**src/rtl/alu_operand_sequencer.sv**
```systemverilog
// alu_operand_sequencer: register file plus command sequencer feeding a registered ALU.
// Reads two source registers, presents them to the ALU, waits out the ALU latency,
// then writes the result back to the destination register and pulses done.
// Optional build macro: ALU_SEQ_FLAGS_EN adds carry_flag/zero_flag outputs.
module alu_operand_sequencer #(
    parameter int unsigned DATA_W  = 8,
    parameter int unsigned NREGS   = 8,
    parameter int unsigned ADDR_W  = 3,
    parameter int unsigned ALU_LAT = 1
) (
    input  logic              clk,
    input  logic              rst_n,
    input  logic              cmd_valid,
    output logic              cmd_ready,
    input  logic [2:0]        cmd_func,
    input  logic [ADDR_W-1:0] cmd_src1,
    input  logic [ADDR_W-1:0] cmd_src2,
    input  logic [ADDR_W-1:0] cmd_dst,
    input  logic              ld_en,
    input  logic [ADDR_W-1:0] ld_addr,
    input  logic [DATA_W-1:0] ld_data,
    output logic [DATA_W-1:0] alu_reg1,
    output logic [DATA_W-1:0] alu_reg2,
    output logic [2:0]        alu_func,
    input  logic [DATA_W-1:0] alu_result,
    input  logic              alu_carry,
    output logic              done,
    output logic [DATA_W-1:0] done_data,
    output logic              busy,
`ifdef ALU_SEQ_FLAGS_EN
    output logic              carry_flag,
    output logic              zero_flag,
`endif
    input  logic [ADDR_W-1:0] dbg_raddr,
    output logic [DATA_W-1:0] dbg_rdata
);

    localparam int unsigned CntW = $clog2(ALU_LAT + 1);
    localparam logic [CntW-1:0] CntLoad = CntW'(ALU_LAT);
    localparam logic [CntW-1:0] CntOne  = CntW'(1);

    typedef enum logic [1:0] {StIdle, StIssue, StWait} state_e;

    state_e             state_q, state_d;
    logic [CntW-1:0]    cnt_q, cnt_d;
    logic [ADDR_W-1:0]  dst_q;
    logic [DATA_W-1:0]  rf_q [NREGS];
    logic [DATA_W-1:0]  alu_reg1_q, alu_reg2_q;
    logic [2:0]         alu_func_q;
    logic               done_q;
    logic [DATA_W-1:0]  done_data_q;
    logic               accept;
    logic               wb_en;

    // Next-state logic: accept in idle, one issue cycle, then count down the ALU latency.
    always_comb begin
        state_d = state_q;
        cnt_d   = cnt_q;
        accept  = 1'b0;
        wb_en   = 1'b0;
        unique case (state_q)
            StIdle: begin
                if (cmd_valid) begin
                    accept  = 1'b1;
                    state_d = StIssue;
                end
            end
            StIssue: begin
                cnt_d   = CntLoad;
                state_d = StWait;
            end
            StWait: begin
                cnt_d = cnt_q - CntOne;
                if (cnt_q == CntOne) begin
                    wb_en   = 1'b1;
                    state_d = StIdle;
                end
            end
            default: state_d = StIdle;
        endcase
    end

    // State and latency counter registers.
    always_ff @(posedge clk or negedge rst_n) begin
        if (!rst_n) begin
            state_q <= StIdle;
            cnt_q   <= '0;
        end else begin
            state_q <= state_d;
            cnt_q   <= cnt_d;
        end
    end

    // Operand capture on accept; alu_func_q doubles as the latched command func.
    always_ff @(posedge clk or negedge rst_n) begin
        if (!rst_n) begin
            alu_reg1_q  <= '0;
            alu_reg2_q  <= '0;
            alu_func_q  <= '0;
            dst_q       <= '0;
            done_q      <= 1'b0;
            done_data_q <= '0;
        end else begin
            if (accept) begin
                alu_reg1_q <= rf_q[cmd_src1];
                alu_reg2_q <= rf_q[cmd_src2];
                alu_func_q <= cmd_func;
                dst_q      <= cmd_dst;
            end
            done_q <= wb_en;
            if (wb_en) begin
                done_data_q <= alu_result;
            end
        end
    end

    // Register file: direct loads, with writeback taking priority on the same address.
    always_ff @(posedge clk or negedge rst_n) begin
        if (!rst_n) begin
            rf_q <= '{default: '0};
        end else begin
            if (ld_en) begin
                rf_q[ld_addr] <= ld_data;
            end
            if (wb_en) begin
                rf_q[dst_q] <= alu_result;
            end
        end
    end

`ifdef ALU_SEQ_FLAGS_EN
    logic carry_flag_q, zero_flag_q;

    // Status flags; ALU carry is only meaningful for ADD so other funcs leave it alone.
    always_ff @(posedge clk or negedge rst_n) begin
        if (!rst_n) begin
            carry_flag_q <= 1'b0;
            zero_flag_q  <= 1'b0;
        end else if (wb_en) begin
            zero_flag_q <= (alu_result == '0);
            if (alu_func_q == 3'b000) begin
                carry_flag_q <= alu_carry;
            end
        end
    end

    assign carry_flag = carry_flag_q;
    assign zero_flag  = zero_flag_q;
`else
    logic unused_alu_carry;
    assign unused_alu_carry = alu_carry;
`endif

    assign cmd_ready = (state_q == StIdle);
    assign busy      = (state_q != StIdle);
    assign alu_reg1  = alu_reg1_q;
    assign alu_reg2  = alu_reg2_q;
    assign alu_func  = alu_func_q;
    assign done      = done_q;
    assign done_data = done_data_q;
    assign dbg_rdata = rf_q[dbg_raddr];

endmodule

```
**config.mk**
```make
export PLATFORM = sky130hd
export DESIGN_NAME = alu_operand_sequencer
export DESIGN_NICKNAME = d
export VERILOG_FILES = /design/src/rtl/alu_operand_sequencer.sv
export SDC_FILE = /design/constraint.sdc
export NUM_CORES = 1
export LEC_CHECK = 0
export CAP_MARGIN = 20
export CORE_ASPECT_RATIO = 1.4
export CORE_MARGIN = 3
export CORE_UTILIZATION = 40
export DETAILED_ROUTE_END_ITERATION = 10
export DONT_BUFFER_PORTS = 1
export PLACE_DENSITY = 0.5
export SYNTH_ARGS = -nofsm -noshare
export SYNTH_HDL_FRONTEND = slang
export SYNTH_SLANG_ARGS = --single-unit
```
**constraint.sdc**
```tcl
create_clock -name clk -period 2 [get_ports clk]
set_input_delay 0.4 -clock clk [delete_from_list [all_inputs] [get_ports clk]]
set_output_delay 0.4 -clock clk [all_outputs]
set_load 0.05 [all_outputs]
```
==> impl_results.rst <==
.. list-table::
   :header-rows: 1

   * - Metric
     - Value
   * - Register-to-Register Path Depth
     - 6
   * - Pleak
     - 2.85 nW
   * - Number of enable-type register cells in the synthesized netlist
     - 0
   * - Remaining max-slew budget at the tightest pin
     - 32.6%
   * - Post-Route Skew
     - 0.00568 ns
   * - Horizontal die dimension
     - 111 um
   * - Result of the run
     - complete, but fails checks
   * - Die footprint
     - 16900 um2
   * - Setup crit end kind
     - primary output
   * - Ratio of cells with drive above 1 in the final layout
     - 50.4%
   * - Antenna violations before repair
     - 0
   * - CTS root buffer
     - sky130_fd_sc_hd__clkbuf_16
   * - Crit path launch
     - rf_q[38]$_DFF_PN0_
   * - Number of hold violations in the final report
     - 98
   * - Min Tclk post-route
     - 2.02 ns
   * - Dominant cells by area after synthesis
     - sky130_fd_sc_hd__dfrtp_1, sky130_fd_sc_hd__mux2_2, sky130_fd_sc_hd__mux4_2
   * - CP Launch Type
     - flop
   * - Final non-filler cell total
     - 679
   * - Synth async-reset ratio
     - 100%
   * - Syn-to-layout area delta
     - 10.6%
   * - Worst Hold Margin
     - -0.258 ns
   * - Clock Path Buffers
     - 2
   * - First drt pass iteration count
     - 4
   * - Worst VDD drop
     - 0.000795 V
   * - Cts repair resizes
     - 0
   * - CP max stage delay
     - 0.48 ns
   * - TritonCTS clock tree
     - done
   * - Maximum number of pins on one net before global-route repair
     - 99
   * - Crit Path Category
     - reg -> out
   * - Setup repair after global routing missed its margin
     - yes
   * - Worst flop-to-flop path endpoint
     - rf_q[28]$_DFF_PN0_
   * - Pins Over Slew Limit
     - 0
   * - Number of top-level pins
     - 77
   * - PortBufs
     - 0
   * - Top flip-flop cell by instance count after synthesis
     - sky130_fd_sc_hd__dfrtp_1
   * - Least setup slack across all paths after layout
     - -0.0203 ns
   * - Yosys Warn Count
     - 0
   * - Post-synthesis cell count
     - 467
   * - Maximum clock frequency
     - 0.495 GHz
   * - Required time at the endpoint of the critical path
     - 1.60 ns
   * - Cts bufs inserted
     - 9
   * - Fillers
     - 1399
   * - Distinct cell type count of the synthesized netlist
     - 27
   * - Dominant cell type by area after synthesis
     - sky130_fd_sc_hd__dfrtp_1
   * - FF-to-FF Start
     - state_q[0]$_DFFE_PN0P_
   * - CP Cell Sequence
     - mux4_2, mux2_4
   * - Wire length of the first global-routing pass
     - 27300 um
   * - Hold Path Class
     - in -> async
   * - Sequential-to-total area share from yosys stat
     - 40.0%
   * - Number of max-cap violations
     - 0
   * - Max H-tree Level
     - 3
   * - Register-to-register setup slack
     - 0.26 ns
   * - Via density per instance
     - 5.91
   * - Maximum net fanout on the critical path
     - 4
   * - Layout net count
     - 528
   * - Fin crit share
     - 101%
   * - Area taken by multi-input logic gates
     - 3500 um2
   * - Starting DRT DRC Count
     - 224
   * - CTS sink cnt
     - 98
   * - Vias in the first global route
     - 4214
   * - Clock Pin Slew Worst Setup and Hold Paths
     - 0.07 ns
   * - Routed wire length
     - 18000 um
   * - Area taken by flip-flops and latches
     - 2450 um2
   * - Antenna Diode Count
     - 0
   * - # placed instances
     - 648
   * - Post-DP HPWL
     - 12000 um
   * - Count of standard-cell rows
     - 52
   * - Placed cell area
     - 6370 um2
   * - Finish-stage setup viols
     - 5
   * - Violated checks
     - negative hold slack, negative setup slack
   * - Initial standard-cell utilization of the core
     - 41.7%
   * - Power density cells
     - 1600 nW/um2
   * - GPL Wtd Cong
     - 0.741
   * - Top cell type's share of synthesized area
     - 40.0%
   * - GRT Util Overall
     - 21.5%
   * - Mean Syn Cell Area
     - 13.1 um2
   * - Congestion Overflow GR
     - 0
   * - Number of antenna-violating nets in the routed design
     - 0
   * - Transition at the pin with the smallest max-transition slack
     - 1.01 ns
   * - Core footprint
     - 14700 um2
   * - Arrival time worst endpoint
     - 1.62 ns
   * - Netlist Area Pre-Place
     - 6130 um2
   * - Final design instance area without fill
     - 6780 um2
   * - Highest-delay cell along the critical path
     - sky130_fd_sc_hd__mux4_2
   * - Vertical die dimension
     - 152 um
   * - Average wire length per cell after detail routing
     - 26.6 um
   * - Synthesized net count
     - 510
   * - Seq cells post-synth
     - 98
   * - DRC Markers
     - 0
   * - Via count
     - 4010
   * - Worst-skew pair later-pin latency
     - 0.34 ns
## cell type report
cell class	count	area share (%)
Multi-Input combinational cell	334	51.6
Sequential cell	98	36.2
Timing Repair Buffer	37	4.10
Tap cell	189	3.49
Clock buffer	9	3.32
Clock inverter	7	1.03
Inverter	5	0.277
## registers in the layout, summed over array words and instances, names as in the netlist
register and cells:
rf_q 64, alu_reg1 8, alu_reg2 8, done_data 8, alu_func 3, dst_q 3
state_q 2, cnt_q 1, done 1
## cells in the mapped netlist, types with 2 or more instances
library cell,n
sky130_fd_sc_hd__nand2b_1,2
sky130_fd_sc_hd__buf_6,7
sky130_fd_sc_hd__o22ai_1,17
sky130_fd_sc_hd__ha_1,4
sky130_fd_sc_hd__clkbuf_1,7
sky130_fd_sc_hd__nand4b_2,3
sky130_fd_sc_hd__nor2b_1,4
sky130_fd_sc_hd__buf_1,5
sky130_fd_sc_hd__a22o_1,16
sky130_fd_sc_hd__mux2_1,12
sky130_fd_sc_hd__dfrtp_1,98
sky130_fd_sc_hd__buf_2,6
sky130_fd_sc_hd__buf_4,5
sky130_fd_sc_hd__mux4_2,16
sky130_fd_sc_hd__nor2_1,4
sky130_fd_sc_hd__nand2_1,26
sky130_fd_sc_hd__inv_1,5
sky130_fd_sc_hd__and4bb_1,3
sky130_fd_sc_hd__o31ai_1,16
sky130_fd_sc_hd__nand3_1,2
sky130_fd_sc_hd__mux2i_1,32
sky130_fd_sc_hd__mux2_2,172
## worst max-delay path, delay by kind of cell, from the launching register on
family	cells	cell delay (ns)
flip-flops	1	0.42
multiplexers	2	0.85
## layout by cell type, fill, tap and decap left out, drive strengths merged, types with 2 or more instances in the layout
master | netlist | routed
o31ai | 16 | 16
o22ai | 17 | 17
inv | 5 | 5
buf | 23 | 37
ha | 4 | 4
clkbuf | 7 | 9
nand2b | 2 | 2
a22o | 16 | 16
and4bb | 3 | 3
clkinv | 0 | 2
mux2 | 184 | 184
mux2i | 32 | 32
nor2b | 4 | 4
nand4b | 3 | 3
nor2 | 4 | 4
clkinvlp | 0 | 4
nand3 | 2 | 2
mux4 | 16 | 16
dfrtp | 98 | 98
nand2 | 26 | 26
## cell families (layout without fill, tap and decap cells)
family	count (synthesis)	in the layout	synth area share (%)
muxes	232	232	44.9
DFF	98	98	40.0
AOI/OAI and AO/OA	50	50	6.06
and+or+nand+nor	48	48	4.80
buffers and inverters	35	58	3.43
adders and majority gates	4	4	0.816
## repair_timing
action                     CTS  global route
setup buffers               10             5
setup endpoints to repair    8             8
hold endpoints to repair    98            98
## per-stage QoR
step	TNS (ns)	hold WS, ns	setup slack [ns]	total power [mW]	utilization (%)
floorplan	0	0.104	0.0293	8.07	-
global placement	0	0.107	0.309	8.79	43.3
detailed placement	0	0.107	0.261	8.93	43.3
CTS	-0.145	-0.268	-0.0320	10.9	45.9
global route	-0.311	-0.269	-0.0653	11.5	46.1
finish	-0.0485	-0.258	-0.0203	10.9	46.1
## worst max path at each step
stage	endpoint	slack, ns	cells past startpoint
final	dbg_rdata[6]	-0.02	2
after global routing	dbg_rdata[6]	-0.07	2
after CTS	dbg_rdata[6]	-0.03	2
after detailed placement	rf_q[18]$_DFF_PN0_	0.26	6
after global placement	rf_q[18]$_DFF_PN0_	0.31	6
after floorplan	dbg_rdata[0]	0.03	4
## power by group
part | switching [mW] | internal (mW) | total (mW) | leakage, nW
logic | 1.75 | 2.49 | 4.24 | 1.56
clock network | 0.806 | 0.966 | 1.77 | 0.133
registers | 1.90 | 2.97 | 4.87 | 1.15
## metal layers
metal  track usage [%]  wire length, um  share of wire (%)
met1              26.8             7360                 41
met3              5.84             1320                7.3
met2              35.5             8810                 49
met4              8.51              543                3.0
met5                 0                0                  0
(Power assumes the default switching activity.)
